File: config.mk
export PLATFORM = sky130hd
export DESIGN_NAME = machine_timer
export DESIGN_NICKNAME = d
export VERILOG_FILES = /design/src/rtl/machine_timer.sv
export SDC_FILE = /design/constraint.sdc
export NUM_CORES = 1
export LEC_CHECK = 0
export ABC_AREA = 1
export BUFFER_PORTS_ARGS = -buffer_cell sky130_fd_sc_hd__buf_2
export CAP_MARGIN = 0
export CORE_ASPECT_RATIO = 0.5
export CORE_MARGIN = 4
export CORE_UTILIZATION = 53
export CTS_CLUSTER_SIZE = 28
export DETAILED_ROUTE_END_ITERATION = 12
export MAX_ROUTING_LAYER = met4
export PLACE_DENSITY_LB_ADDON = 0.12
export SYNTH_ARGS = -nofsm -noshare
export SYNTH_HDL_FRONTEND = slang
export SYNTH_SLANG_ARGS = --single-unit
File: constraint.sdc
create_clock -name clock -period 4.3 [get_ports clock]
set_input_delay 0.43 -clock clock [delete_from_list [all_inputs] [get_ports clock]]
set_output_delay 0.43 -clock clock [all_outputs]
set_load 0.1 [all_outputs]
File: src/rtl/machine_timer.sv
// Memory-mapped machine timer: free-running 64-bit mtime, 64-bit mtimecmp and msip,
// driving the machine timer and software interrupt-pending levels into the CSR file.
module machine_timer #(
   parameter int TICK_DIVIDE = 1
) (
   input  logic        clock,
   input  logic        reset,
   input  logic        bus_select,
   input  logic        bus_write,
   input  logic [2:0]  bus_address,
   input  logic [31:0] bus_write_value,
   output logic [31:0] bus_read_value,
   output logic        bus_ready,
   output logic        timer_pending,
   output logic        software_pending
);

   localparam int PRESCALE_WIDTH = (TICK_DIVIDE > 1) ? $clog2(TICK_DIVIDE) : 1;
   localparam logic [PRESCALE_WIDTH-1:0] PRESCALE_LAST = PRESCALE_WIDTH'(TICK_DIVIDE - 1);

   typedef enum logic [2:0] {
      ADDR_MTIME_LO    = 3'd0,
      ADDR_MTIME_HI    = 3'd1,
      ADDR_MTIMECMP_LO = 3'd2,
      ADDR_MTIMECMP_HI = 3'd3,
      ADDR_MSIP        = 3'd4
   } addr_t;

   logic [PRESCALE_WIDTH-1:0] prescaler;
   logic [63:0]               mtime;
   logic [63:0]               mtimecmp;
   logic                      msip;
   logic                      tick;
   logic                      write_en;
   logic                      mtime_write;
   logic [31:0]               read_mux;

   assign tick        = (prescaler == PRESCALE_LAST);
   assign write_en    = bus_select & bus_write;
   assign mtime_write = write_en & ((bus_address == ADDR_MTIME_LO) |
                                    (bus_address == ADDR_MTIME_HI));

   // NOTE: every path assigns read_mux after a leading default, so no latch is inferred.
   always_comb begin
      read_mux = '0;
      case (bus_address)
         ADDR_MTIME_LO:    read_mux = mtime[31:0];
         ADDR_MTIME_HI:    read_mux = mtime[63:32];
         ADDR_MTIMECMP_LO: read_mux = mtimecmp[31:0];
         ADDR_MTIMECMP_HI: read_mux = mtimecmp[63:32];
         ADDR_MSIP:        read_mux = {31'b0, msip};
         default:          read_mux = '0;
      endcase
   end

   // NOTE: all state uses non-blocking assignments so every branch sees pre-edge values.
   always_ff @(posedge clock) begin
      if (reset) begin
         prescaler      <= '0;
         mtime          <= '0;
         mtimecmp       <= '1;
         msip           <= 1'b0;
         timer_pending  <= 1'b0;
         bus_ready      <= 1'b0;
         bus_read_value <= '0;
      end else begin
         prescaler <= tick ? '0 : prescaler + 1'b1;

         // A write to either mtime half replaces the increment for this edge.
         if (mtime_write) begin
            if (bus_address == ADDR_MTIME_LO) mtime[31:0]  <= bus_write_value;
            else                              mtime[63:32] <= bus_write_value;
         end else if (tick) begin
            mtime <= mtime + 64'd1;
         end

         if (write_en) begin
            case (bus_address)
               ADDR_MTIMECMP_LO: mtimecmp[31:0]  <= bus_write_value;
               ADDR_MTIMECMP_HI: mtimecmp[63:32] <= bus_write_value;
               ADDR_MSIP:        msip            <= bus_write_value[0];
               default:          ;
            endcase
         end

         timer_pending <= (mtime >= mtimecmp);

         bus_ready <= bus_select;
         if (bus_select) bus_read_value <= bus_write ? 32'd0 : read_mux;
      end
   end

   assign software_pending = msip;

endmodule

# Word level (Yosys, flattened, before mapping)
# Index checks and enable logic that the tools add are counted.
[op_classes]
n_addsub = 2
magnitude_cmp = 1
n_eq_ne = 7
muxes = 6
bitwise_logic = 4
reduce_logical = 7
[ops]
columns = ["cell", "count"]
rows = [
  ["$pmux 32 s5", 1],
  ["$mux 64", 2],
  ["$mux 32", 3],
  ["$add 64x1->64 const B", 1],
  ["$ge 64x64->1", 1],
  ["$reduce_and 2->1", 5],
  ["$eq 3x2->1 const B", 2],
  ["$ne 2x1->1 const B", 2],
  ["$eq 3x1->1 const B", 1],
  ["$eq 3x3->1 const B", 1],
  ["$logic_not 3->1", 1],
  ["$and 1x1->1", 2],
  ["$ne 2x2->1 const B", 1],
  ["$reduce_or 2->1", 1],
  ["$add 1x1->1 const B", 1],
  ["$not 1->1", 1],
  ["$or 1x1->1", 1],
]
[word_totals]
ff_bits = 164
in_bits = 39
out_inout_bits = 35
wordCells = 36

# Logic depth before layout (Yosys ltp)
[depth]
word_depth = 5
depth_mapped = 15
ltp_nobuf = 15

# Worst setup path after synthesis
# Ideal clock, no wire load.
[synth_path]
path_kind = "register -> register"
from = "reg mtime[1]"
to = "reg mtime[36]"
setup_ps = 70
t_arrival_ps = 1516
t_required_ps = 4230
slack_ps = 2714
path_stages_with_launch = 11
path_buffers = 0
period_less_slack_ps = 1586
cell_sequence = "dfxtp_1 ha_1 nand2_2 nor2_4 nand2_4 nor2_8 nand2_2 nor2_4 xor2_1 nand2_1 a21oi_1"
[synth_between]
elab_chain_cells = 3
[synth_lines]
columns = ["item", "line_no", "text"]
rows = [
  ["start: declaration", "30", "logic [63:0] mtime;"],
  ["start signal: assignment", "71", "if (bus_address == ADDR_MTIME_LO) mtime[31:0] <= bus_write_value;"],
  ["start signal: assignment", "74", "mtime <= mtime + 64'd1;"],
  ["$add 64x1->64", "74", ""],
  ["$mux 64", "73", "end else if (tick) begin"],
  ["$mux 64", "70", "if (mtime_write) begin"],
]
# No other way between the ends. The select of a mux whose other input is x is not followed.
# A chain may end at the register's enable or synchronous reset.

# Worst setup path in the final report
[layout_path]
from = "in bus_address[2]"
to = "reg mtime[17]"
[layout_between]
elab_chain_cells = 5
elab_cells_between_ends = 8
classes_between = "eq/ne: 3; mux: 1; bitwise: 2; reduce/logical: 2"
[layout_lines]
columns = ["item", "line_no", "text"]
rows = [
  ["start: declaration", "10", "input logic [2:0] bus_address,"],
  ["$eq 3x1->1 or $logic_not 3->1 (tied branches)", "41, 40, 71", ""],
  ["$or 1x1->1", "40", "assign mtime_write = write_en & ((bus_address == ADDR_MTIME_LO) |"],
  ["$and 1x1->1", "40", ""],
  ["$ne 2x1->1 (no line)", "-", ""],
  ["$reduce_and 2->1 (no line)", "-", ""],
]
# Parallel ways exist; a longest one is shown, timed or not.

==> results.toml <==
[sta]
setup_viol_count_final = 0
worst_pin_slew_ns = 1.19
maxClockFrequency_mhz = 411
grt_setup_unrepaired = "false"
fin_crit_ns = 2.43
slew_headroom_pct = 20.7
finalMaxSlewViolations = 0
fin_worst_skew_ns = 0.0130
hold_viol_final = 0
setup_tns_ns = 0
fin_hold_ws_ns = 0.213
period_share_pct = 56.6

[die]
start_util_pct = 54.2
coreArea_um2 = 19500
top_level_ports = 74
row_count = 36
die_w_um = 208
die_h_um = 108
die_area_um2 = 22500

[synth]
synth_nets = 1733
ys_seq_area_share_pct = 31.0
synth.avg_cell_area_um2 = 6.51
synth_cells = 1629
ys_warn_count = 0
synthArstFlopShare_pct = 0
synth_ff_type = "dfxtp_1"
synth_top_area_share_pct = 31.0
yosysTopAreaCell = "dfxtp_1"
synth_area_leaders = "dfxtp_1, nand2_1, ha_1"
ys_types = 39
syn_area_um2 = 10600
synth_edf_count = 0
ys_seq_elements = 164

[power]
p_seq_share_pct = 44.7
comb_power_share_pct = 12.2
p_sw_mw = 1.06
p_int_mw = 2.73
power.total_mw = 3.78
power_density_nw_per_um2 = 322
leakage_nw = 5.59
vdd_drop_max_v = 0.000365
clkPwrFrac_pct = 43.1
swShare_pct = 28.0

[cts]
cts_setup_buffers = 0
ctsResizeCount = 0
cts_made_buffers = 17
clock_path_buffers = 2
ctsHoldBuffers = 0
clkLatencyLatePin_ns = 0.45
clk_pin_slew_worst_paths_ns = 0.06
root_buffer = "clkbuf_16"
clkSinkCount = 164
cts_max_level = 4
cts_tree = "done"

[final_layout]
fillerInstances = 1864
instances_no_fill = 1944
drive_gt1_share_pct = 10.4
num_antenna_cells = 0
area_growth_pct = 11.0
fin_util_pct = 60.2
num-nets-final = 1769

[worst_setup_path]
critPathCaptureType = "flip-flop"
cpMaxStageDelayCell = "inv_2"
cp_common_cell = "inv_2"
crit_chain = "buf_2 > nor2_1 > inv_2 > nor2_2 > buf_4 > or2_1 > nand2_2 > inv_2 > o21ai_0 > a21oi_1"
critical_path_arrival_ns = 2.81
required_ns = 4.67
worst_path_largest_cell_delay_ns = 0.60
worstSetupPathType = "in -> reg"
worstPathMaxFanout = 46
start_kind = "primary input"

[grt]
grt_start_max_net_pins = 65
grt_pass1_vias = 10300
grt_pass1_wl_um = 55500
grt-ovfl-total = 0
grt_use_total_pct = 32.3
antenna_found_initial = 0

[route]
post-route-drc-count = 0
dr.first_iter.drc_count = 1038
viasPerCell = 5.61
routed_wl_um = 35000
dr_total_vias = 10900
ant_nets = 0
first_pass_iters = 5
wire_per_inst_um = 18.0

[run]
drv_cap = 0

[placed_design]
gp_routability_congestion = 1.00
io_buffers = 73
placed_cells = 1912
dp_hpwl_um = 26300

[outcome]
status = "completed"

[worst_hold_path]
hp-class = "in -> reg"
[critical path, delay by kind of cell]
| family | cells | cell delay, ns |
|---|---|---|
| AND/OR/NAND/NOR | 4 | 0.91 |
| AO/OA/AOI/OAI | 2 | 0.33 |
| buffers and inverters | 4 | 1.12 |
[placed cells by master (no fill, tap or decap), types with 6 or more instances in the layout]
cell	n
ha_1	65
o211ai_1	64
nor2_1	177
nand2_1	503
nor3_1	9
nand4_1	9
nand2_2	14
buf_4	14
nand3_1	45
inv_2	6
xor2_1	12
nand3b_1	7
nor2_4	11
xnor2_1	16
buf_2	73
o2111ai_1	31
dfxtp_1	164
a31oi_1	8
inv_1	157
clkbuf_16	17
nor2_2	12
a21oi_1	128
o21ai_0	88
or2_2	7
[cells in the mapped netlist, types with 6 or more instances]
| cell type | instances |
|---|---|
| or2_2 | 7 |
| nand4_1 | 9 |
| nand3b_1 | 7 |
| nor2_4 | 10 |
| dfxtp_1 | 164 |
| ha_1 | 65 |
| inv_1 | 158 |
| o211ai_1 | 64 |
| nand2_2 | 14 |
| xor2_1 | 12 |
| nor2_2 | 9 |
| a31oi_1 | 8 |
| nand3_1 | 45 |
| nor3_1 | 9 |
| inv_2 | 6 |
| xnor2_1 | 16 |
| a21oi_1 | 128 |
| clkbuf_1 | 52 |
| o21ai_0 | 88 |
| buf_2 | 15 |
| o2111ai_1 | 31 |
| nand2_1 | 503 |
| nor2_1 | 181 |
[through the flow]
stage	area, um^2	setup slack, ns
floorplan	10600	2.71
global placement	11100	1.57
detailed placement	11100	1.48
CTS	11800	1.94
global route	11800	1.70
finish	11800	1.87
[sequential cells by signal, summed over array words and instances, names as in the netlist]
name and count:
bus_read_value 32, bus_ready 1, mtime 64, mtimecmp 64
prescaler 1, software_pending 1, timer_pending 1
[cell type report]
cell class              instances  area, um^2  share of cell area [%]
flip-flops and latches        164        3280                    27.9
repair buffers                 88         490                    4.17
well taps                     266         333                    2.83
inverters                     164         617                    5.24
multi-input cells            1230        6420                    54.6
clock inverters                 9         151                    1.29
clock buffers                  23         468                    3.98
[logic make-up after synthesis]
logic type,count (synthesis),share of synthesized area (%)
AO/OA/AOI/OAI,330,18.5
XOR/XNOR,28,2.31
adder cells (fa/ha/maj),65,7.67
buffers and inverters,235,8.62
flip-flops,164,31.0
other,1,0.0354
AND/OR/NAND/NOR,806,31.9
[power groups by stage]
stage	Clock, mW	Combinational (mW)	Sequential, mW
2_1_floorplan	0	0.283	1.73
3_3_place_gp	0	0.439	1.72
3_5_place_dp	0	0.452	1.72
4_1_cts	1.64	0.455	1.69
5_1_grt	1.72	0.514	1.70
6_report	1.63	0.462	1.69
[metal layers]
metal	global-route usage (%)	wire length (um)	vias to the layer above	part of all wire, %
met5	-	0	-	0
met4	7.92	622	0	1.8
met1	46.0	16700	5001	48
met3	7.91	3570	46	10
met2	46.3	14100	458	40
li1	-	-	5402	-
[path summary, 6_finish.rpt]
path                                         from                               to  slack (ns)  cells past startpoint
setup / recovery                   bus_address[2]           mtime[17]$_SDFFE_PP0P_        1.87                     10
hold / removal                bus_write_value[13]        mtimecmp[45]$_SDFFE_PP1P_        0.21                      3
setup reg to reg           mtime[47]$_SDFFE_PP0P_         timer_pending$_SDFF_PP0_        2.12                      7
hold reg to reg   bus_read_value[20]$_SDFFE_PP0P_  bus_read_value[20]$_SDFFE_PP0P_        0.46                      2
No activity file was read; power rests on OpenSTA's default activity.
